==> src/rtl/branch_predictor_pkg.sv <==
// Shared sizing, BTB entry layout and counter encodings for the IF-stage branch predictor.
// Table sizing lives here so the entry struct and the index/tag helpers always agree.
package branch_predictor_pkg;

    localparam int ENTRIES = 64;
    localparam int IDX_W   = $clog2(ENTRIES);
    localparam int TAG_W   = 30 - IDX_W;

    localparam logic [1:0] CNT_SNT = 2'b00;
    localparam logic [1:0] CNT_WNT = 2'b01;
    localparam logic [1:0] CNT_WT  = 2'b10;
    localparam logic [1:0] CNT_ST  = 2'b11;

    typedef struct packed {
        logic             valid;
        logic [TAG_W-1:0] tag;
        logic [31:0]      target;
        logic [1:0]       cnt;
        logic             jump;
    } btb_entry_t;

    // PC[1:0] never reaches the table: index starts at bit 2, tag ends at bit 31.
    function automatic logic [IDX_W-1:0] pc_idx(input logic [31:0] pc);
        return pc[IDX_W+1:2];
    endfunction

    function automatic logic [TAG_W-1:0] pc_tag(input logic [31:0] pc);
        return pc[31:IDX_W+2];
    endfunction

endpackage

==> src/rtl/branch_predictor_bp_table.sv <==
// BTB storage: flop array with a registered lookup read port and a single write port.
// Lookup reads return pre-write contents, matching a 1-cycle BRAM in read-first mode.
module bp_table
    import branch_predictor_pkg::*;
(
    input  logic             clk,
    input  logic             rst,
    input  logic [IDX_W-1:0] rd_idx,
    output btb_entry_t       rd_entry,
    input  logic             wr_en,
    input  logic [IDX_W-1:0] wr_idx,
    input  btb_entry_t       wr_entry,
    output btb_entry_t       wr_cur
);

    logic [ENTRIES-1:0] valid_q;
    btb_entry_t         mem [ENTRIES];
    btb_entry_t         rd_raw;

    // Only the valid bits are reset; the other fields are ignored while invalid.
    always_ff @(posedge clk) begin
        if (rst) begin
            valid_q <= '0;
        end else if (wr_en) begin
            valid_q[wr_idx] <= wr_entry.valid;
        end
    end

    always_ff @(posedge clk) begin
        if (wr_en && !rst) begin
            mem[wr_idx] <= wr_entry;
        end
    end

    always_comb begin
        rd_raw       = mem[rd_idx];
        rd_raw.valid = valid_q[rd_idx];
    end

    always_ff @(posedge clk) begin
        rd_entry <= rd_raw;
    end

    // Current contents at the write index, so the updater can do read-modify-write.
    always_comb begin
        wr_cur       = mem[wr_idx];
        wr_cur.valid = valid_q[wr_idx];
    end

endmodule

==> src/rtl/branch_predictor.sv <==
// IF-stage branch predictor: direct-mapped BTB with 2-bit saturating counters,
// 1-cycle lookup latency, trained from EXE-stage branch resolution.
module branch_predictor
    import branch_predictor_pkg::*;
(
    input  logic        clk,
    input  logic        rst,
    input  logic        IF_Req,
    input  logic [31:0] IF_PC,
    input  logic        IF_Flush,
    output logic        PRE_Valid,
    output logic        PRE_Hit,
    output logic        PRE_Taken,
    output logic [31:0] PRE_Target,
    input  logic        EXE_Update,
    input  logic [31:0] EXE_PC,
    input  logic        EXE_Taken,
    input  logic [31:0] EXE_Target,
    input  logic        EXE_IsJump
);

    logic             req_q;
    logic [TAG_W-1:0] tag_q;
    btb_entry_t       rd_entry;
    btb_entry_t       wr_cur;
    btb_entry_t       wr_entry;
    logic             wr_en;
    logic             exe_hit;
    logic             unused_pc_bits;

    assign unused_pc_bits = ^{IF_PC[1:0], EXE_PC[1:0]};

    function automatic logic [1:0] cnt_next(input logic [1:0] cnt, input logic taken);
        if (taken) begin
            return (cnt == CNT_ST) ? CNT_ST : cnt + 2'd1;
        end
        return (cnt == CNT_SNT) ? CNT_SNT : cnt - 2'd1;
    endfunction

    always_ff @(posedge clk) begin
        if (rst) begin
            req_q <= 1'b0;
        end else begin
            req_q <= IF_Req;
        end
    end

    always_ff @(posedge clk) begin
        tag_q <= pc_tag(IF_PC);
    end

    bp_table u_table (
        .clk      (clk),
        .rst      (rst),
        .rd_idx   (pc_idx(IF_PC)),
        .rd_entry (rd_entry),
        .wr_en    (wr_en),
        .wr_idx   (pc_idx(EXE_PC)),
        .wr_entry (wr_entry),
        .wr_cur   (wr_cur)
    );

    // Flush arrives in the response cycle and only masks the response.
    always_comb begin
        PRE_Valid  = req_q & ~IF_Flush;
        PRE_Hit    = PRE_Valid & rd_entry.valid & (rd_entry.tag == tag_q);
        PRE_Taken  = PRE_Hit & (rd_entry.jump | rd_entry.cnt[1]);
        PRE_Target = PRE_Valid ? rd_entry.target : 32'h0;
    end

    // Not-taken misses never allocate, so they must not disturb an aliasing entry.
    always_comb begin
        exe_hit  = wr_cur.valid & (wr_cur.tag == pc_tag(EXE_PC));
        wr_en    = 1'b0;
        wr_entry = wr_cur;
        if (EXE_Update) begin
            if (exe_hit) begin
                wr_en        = 1'b1;
                wr_entry.cnt = cnt_next(wr_cur.cnt, EXE_Taken);
                if (EXE_Taken) begin
                    wr_entry.target = EXE_Target;
                    wr_entry.jump   = EXE_IsJump;
                end
            end else if (EXE_Taken) begin
                wr_en           = 1'b1;
                wr_entry.valid  = 1'b1;
                wr_entry.tag    = pc_tag(EXE_PC);
                wr_entry.target = EXE_Target;
                wr_entry.jump   = EXE_IsJump;
                wr_entry.cnt    = EXE_IsJump ? CNT_ST : CNT_WT;
            end
        end
    end

endmodule

==> config.mk <==
export PLATFORM = sky130hd
export DESIGN_NAME = branch_predictor
export DESIGN_NICKNAME = d
export VERILOG_FILES = /design/src/rtl/branch_predictor_pkg.sv /design/src/rtl/branch_predictor_bp_table.sv /design/src/rtl/branch_predictor.sv
export SDC_FILE = /design/constraint.sdc
export NUM_CORES = 2
export LEC_CHECK = 0
export CORE_AREA = 2 2 632 634
export DETAILED_ROUTE_END_ITERATION = 7
export DIE_AREA = 0 0 634 636
export HOLD_SLACK_MARGIN = 0.08
export SLEW_MARGIN = 20
export SYNTH_ARGS = -nofsm -noshare
export SYNTH_HDL_FRONTEND = slang
export SYNTH_SLANG_ARGS = --single-unit
==> constraint.sdc <==
create_clock -name clk -period 11.7 [get_ports clk]
set_input_delay 1.17 -clock clk [delete_from_list [all_inputs] [get_ports clk]]
set_output_delay 1.17 -clock clk [all_outputs]
set_load 0.01 [all_outputs]
======== Word-level counts from Yosys, hierarchy flattened ========
Memories as Yosys holds them, arrays and structs flattened. A register that Yosys moved wholly into a read port is not among the register bits.
Index checks and enable logic that the tools add are counted.
word-level totals
  register bits after elaboration ......... 90
  memory bits (writable) .................. 3840
  input port bits ......................... 103
  output and inout bits ................... 35
  word-level logic and storage cells ...... 50
  memories ................................ 1
cells by class
  add/subtract/negate cells ............... 2
  magnitude comparators ................... 3
  eq/ne operators ......................... 3
  multiplexer cells ....................... 26
  bitwise operators ....................... 7
  reduce and logical (&&, ||, !) cells .... 4
memories
  name         depth  bits a word  read ports  clocked after Yosys merged registers in  wr ports  line                             source
  u_table.mem  64     60           2           1                                        1         branch_predictor_bp_table.sv:17  btb_entry_t mem [ENTRIES];
operator list
  kind                                                                           number
  60-bit two-way mux                                                             2
  64-bit bitwise mux                                                             1
  32-bit two-way mux                                                             2
  24-bit equality test                                                           2
  35-bit two-way mux                                                             1
  25-bit two-way mux                                                             1
  6-bit by 7-bit less-than comparator with 1-bit output (second input constant)  2
  1-bit binary-select mux with 6-bit select                                      2
  1-bit two-way mux                                                              12
  2-bit two-way mux                                                              4
  1-bit demux with 6-bit select                                                  1
  6-bit by 1-bit >= comparator with 1-bit output (second input constant)         1
  1-bit AND                                                                      5
  2-bit by 1-bit adder with 2-bit output (second input constant)                 1
  2-bit equality test (second input constant)                                    1
  1-bit logical AND                                                              2
  2-bit logical NOT                                                              1
  2-bit by 1-bit subtractor with 2-bit output (second input constant)            1
  1-bit logical NOT                                                              1
  1-bit inverter                                                                 1
  1-bit OR                                                                       1

======== Depth between registers and ports, before layout ========
  word-level depth ........................ 9
  gate-level depth with buffers ........... 19
  depth with buffers taken out ............ 10

======== Hierarchy ========
From an unflattened synthesis, not the netlist that was laid out.
second synthesis, totals
  cell total of the unflattened synthesis .. 10328
  area total of the unflattened synthesis .. 180087.7 µm²
modules (own cells, without submodules)
  module            instances  cells each  area each (µm²)  seq. area each (µm²)
  bp_table          1          10117       177956.9         115871.1
  branch_predictor  1          211         2130.8           500.5

======== Worst setup path before layout ========
No wires, ideal clock.
  path kind ............................... input-to-reg
  start ................................... input port EXE_PC[4]
  end ..................................... memory u_table.mem[20][0] in the netlist's numbering (enable)
  library setup time ...................... 0.549 ns
  arrival ................................. 8.004 ns
  required time ........................... 11.151 ns
  path slack .............................. 3.148 ns
  cell stages on the path ................. 16
  path buffers ............................ 6
  cell sequence ........................... buf_6 -> buf_2 -> buf_2 -> buf_2 -> mux4_2 -> a22oi_1 -> nand4_1 -> nor3_1 -> xnor2_1 -> nand3_1 -> nor4_1 -> nand4_2 -> o21ba_1 -> buf_6 -> clkbuf_1 -> nor3_1
between the ends
  longest elaborated chain between the ends .. 8
  elaborated cells on any way between the ends .. 10
  those cells by class .................... eq/ne: 1; mux: 6; bitwise: 1; reduce/logical: 1; memory: 1
RTL lines
  what                                                                                    line                                                     source
  start, declared                                                                         branch_predictor.sv:16                                   input logic [31:0] EXE_PC,
  memory 64 x 60 bit / 1-bit binary-select mux with 6-bit select (equally long branches)  -
  24-bit equality test / 1-bit two-way mux (equally long branches)                        branch_predictor.sv:73, branch_predictor_bp_table.sv:47
  1-bit AND                                                                               branch_predictor.sv:73                                   exe_hit = wr_cur.valid & (wr_cur.tag == pc_tag(EXE_PC));
  1-bit two-way mux                                                                       branch_predictor.sv:77                                   if (exe_hit) begin
  1-bit two-way mux                                                                       branch_predictor.sv:76                                   if (EXE_Update) begin
  1-bit logical AND                                                                       branch_predictor_bp_table.sv:30                          if (wr_en && !rst) begin
  1-bit two-way mux                                                                       branch_predictor_bp_table.sv:30
  1-bit two-way mux (not written as such)                                                 branch_predictor_bp_table.sv:31                          mem[wr_idx] <= wr_entry;
  end, declared                                                                           branch_predictor_bp_table.sv:17
Several ways; a longest one is shown, not always the timed one. The select of a mux whose other input is x is not followed.

======== Worst setup path in the final report ========
  start ................................... input port EXE_PC[4]
  end ..................................... memory u_table.mem[1][53] in the netlist's numbering (enable)
Same word-level chain as after synthesis.

==> reports/qor.log <==
qor: synthesis.syn_nets 9,764
qor: pwr.clockPowerShare 0.420
qor: synthesis.synth_sequential_area_ratio 0.6554
qor: routing.postRouteWirelength 712,100 um
qor: grt.global_routing_met2_resource_utilization 0.5138
qor: routing.detailedRoute.firstPassIterationCount 7
qor: synthesis.synth-edff-count 3,776
qor: timing.max_slew_violation_total_from_the_final_report 0
qor: critical_path.worst-path-max-fanout 75
qor: critical_path.rr_endpoint u_table.mem[1][53]$_DFFE_PP_
qor: critical_path.critical_path.most_common_cell buf_4
qor: timing.fin_worst_skew 72.40 ps
qor: min_path.min-delay-path-class reg -> reg
qor: grt.grt_busiest_layer met2
qor: critical_path.required 12,310 ps
qor: grt.grt_antenna_before_repair 40
qor: pwr.internal_power 0.02476 W
qor: grt.largest_net_degree_at_the_start_of_global_routing 139
qor: critical_path.critical_path.slowest_cell a2111oi_1
qor: grt.grt_pass1_wl 956,600 um
qor: routing.vias_per_cell 7.517
qor: cts.cts_max_path_buffers 4
qor: cts.clock_pin_slew_on_the_worst_setup_and_hold_paths 60 ps
qor: routing.dr.first_iter.drc_count 22,470
qor: timing.final.setup.worst_slack 3442 ps
qor: cts.tritoncts done
qor: synthesis.syn_area_per_cell 18.38 um2
qor: cts.latest_clock_arrival_within_the_worst_skew_pair 1030 ps
qor: timing.slew-limit-headroom 0.1447
qor: critical_path.timing.reg2reg.setup_slack 4910 ps
qor: synthesis.ys_warn_count 0
qor: synthesis.synth-main-ff-cell edfxtp_1
qor: routing.remaining_design_rule_violation_count 0
qor: critical_path.worstSetupPathDepth 16
qor: pwr.p_leak 62.79 nW
qor: grt.vias_in_the_first_global_route 112,900
qor: grt.groute.layer.met3.usage 0.09789
qor: synthesis.synth_async_sr_flop_share 0
qor: critical_path.worst_setup_path_endpoint u_table.mem[1][53]$_DFFE_PP_
qor: grt.grt_overflow 0
qor: placed_design.pre_cts_slack 2728 ps
qor: timing.min_period_over_period 0.7058
qor: cts.cts_hold_buffers 0
qor: pwr.power.switching_fraction 0.2392
qor: cts.cts_resized 0
qor: cts.cts_htree_levels 5
qor: critical_path.dominant_delay_contributor_by_cell_family_on_the_critical_path buffers and inverters
qor: critical_path.timing_worst_setup_path_type in -> reg
qor: timing.worst-slew-pin-transition 1279 ps
qor: critical_path.reg2reg_depth 13
qor: synthesis.netlist_cell_types 83
qor: synthesis.netlist.area_leader.share 0.6387
qor: placed_design.dp_hpwl 387,300 um
qor: synthesis.ys_top_cells_by_area edfxtp_1, mux4_2, a22oi_1, mux2i_1, dfxtp_1
qor: cts.clock_sink_count 3,924
qor: job.drv.max_cap_violation_count 0
qor: synthesis.synth_most_common_cell edfxtp_1
qor: critical_path.setup.worst_path.start_class primary input
qor: synthesis.ys_seq_elements 3,924
qor: floorplan.coreArea 397,100 um2
qor: critical_path.worst-path-buf-inv 6
qor: min_path.worst_hold_startpoint u_table.valid_q[41]$_SDFFE_PP0P_
qor: layout.final_layout_size_suffix_gt1_frac 0.2813
qor: layout.finalNetCount 9,916
qor: routing.detail-route-antenna-nets 0
qor: pwr.irDropWorstVdd 0.0001473 V
qor: routing.vias 116,300
qor: critical_path.cp-startpoint EXE_PC[4]
qor: routing.routedWlPerCell 46.05 um
qor: timing.finalWorstPathRequiredPeriod 8258 ps
qor: timing.hold_violations 0
qor: synthesis.yosys-top-cells-count edfxtp_1, mux4_2, a22oi_1
qor: grt.grt_util_all_layers 0.3466
qor: placed_design.numPortBuffers 133
qor: critical_path.endpoint_kind flip-flop
qor: critical_path.worst_path_cell_trace buf_8 -> buf_4 -> nor2b_4 -> buf_4 -> a32oi_1 -> a31oi_1 -> a2111oi_1 -> a21o_1 -> nand3_1 -> nor4_1 -> nand4_2 -> o21ba_4 -> buf_12 -> nor3_2 -> buf_4 -> buf_4
qor: cts.tritoncts.num_buffers 415
qor: critical_path.timing.critical_path.slowest_cell_delay 890 ps
qor: pwr.pwr_density_cell 161.7 nW/um2
qor: cts.cts_setup_buffers 0
qor: floorplan.starting_density_of_the_core 0.4471
qor: floorplan.die-width 634 um
qor: floorplan.design.portCount 138
qor: placed_design.gp_routability_congestion 0.8810
qor: floorplan.die_area 403,200 um2
qor: pwr.fraction_of_power_consumed_by_combinational_cells 0.091
qor: critical_path.arrival 8870 ps
qor: cts.clk_root_buf clkbuf_16
qor: timing.rsz0062_at_grt no
qor: floorplan.die_span_y 636 um
qor: floorplan.rows 232
qor: critical_path.r2r-start u_table.mem[29][42]$_DFFE_PP_
qor: timing.timing.setup.tns 0 ps
qor: pwr.power.share.sequential 0.488
qor: timing.fmax 121.1 MHz
qor: timing.final-setup-viol-count 0
qor: layout.synthToLayoutAreaGrowth 13.37%
qor: pwr.net-switching-power 0.007786 W
qor: run_status.run_status completed
qor: synthesis.post_synth_inst_count 9,661
qor: synthesis.synth_area 177,500 um2
qor: synthesis.yosys.area.top_type edfxtp_1
qor: grt.globalRouteMet1Util 0.4525
-- through the flow --
step	util	cell area (um2)	power (W)	hold WS, ps	instances
floorplan	-	177500	0.01791	438.2	9661
global route	0.5067	201200	0.03320	493.4	15440
global placement	0.4709	187000	0.01900	454.6	14650
detailed placement	0.4713	187100	0.01907	459.5	14660
finish	0.5069	201300	0.03254	475.8	15470
CTS	0.5063	201100	0.03252	470.9	15430
-- worst min path at each step --
| stage | end | slack, ps | cells after the start |
|---|---|---|---|
| 5_1_grt | u_table.valid_q[44]$_SDFFE_PP0P_ | 490 | 2 |
| 4_1_cts | u_table.valid_q[41]$_SDFFE_PP0P_ | 470 | 2 |
| 3_3_place_gp | u_table.valid_q[23]$_SDFFE_PP0P_ | 450 | 2 |
| 3_5_place_dp | u_table.valid_q[41]$_SDFFE_PP0P_ | 460 | 2 |
| 6_report | u_table.valid_q[41]$_SDFFE_PP0P_ | 480 | 2 |
| 2_1_floorplan | u_table.valid_q[43]$_SDFFE_PP0P_ | 440 | 2 |
-- placed cells by master, fill, tap and decap left out, types with 36 or more instances in the layout --
master,count
nand2_1,180
clkdlybuf4s50_1,120
a22o_1,129
a221oi_1,328
buf_4,378
a21oi_1,199
mux2i_1,456
dfxtp_1,148
nand4_1,95
nor2_1,155
clkinv_1,69
and2_1,37
o22ai_1,78
clkinv_2,88
bufinv_16,57
inv_1,81
edfxtp_1,3776
clkbuf_16,421
a31oi_1,73
nor3_2,36
nand3_1,71
o21ai_0,184
buf_12,64
mux2_2,150
clkbuf_1,71
mux4_2,1383
a22oi_1,641
-- power by group through the flow --
stage          sequential, W  clock [W]  combinational (W)
6_report              0.0159     0.0137            0.00297
5_1_grt               0.0159     0.0143            0.00305
3_3_place_gp          0.0162          0            0.00281
2_1_floorplan         0.0162          0            0.00168
4_1_cts               0.0159     0.0137            0.00289
3_5_place_dp          0.0162          0            0.00289
-- worst min-delay path, stage by stage (launching register included) --
cell	delay, ps
dfxtp_1	320
inv_1	50
o32ai_1	60
-- per-layer routing --
metal	vias to the layer above	share of wire
met1	60700	0.34
li1	42250	-
met2	10950	0.44
met5	-	0.00015
met3	2348	0.14
met4	16	0.073
-- flip-flops by register name, indices dropped and copies added, names as in the netlist --
name	cells
u_table.mem	3776
u_table.rd_entry	59
req_q	1
u_table.valid_q	64
tag_q	24
-- cell type report --
cell class | instances | area, um2
clock inverter | 270 | 2970
clock buffer | 503 | 10950
multi-input combinational | 4803 | 58270
fill | 31670 | 195800
sequential | 3924 | 116400
timing repair buffer | 585 | 5736
tap | 5265 | 6588
inverter | 84 | 329.1
antenna | 31 | 77.57
-- kinds of logic after synthesis --
kind of cell / synth area share
mux: 0.2124
simple gates: 0.02278
flops: 0.6554
compound gates: 0.08394
buf+inv: 0.02321
xor+xnor: 0.002269
No activity file was read; power rests on OpenSTA's default activity.
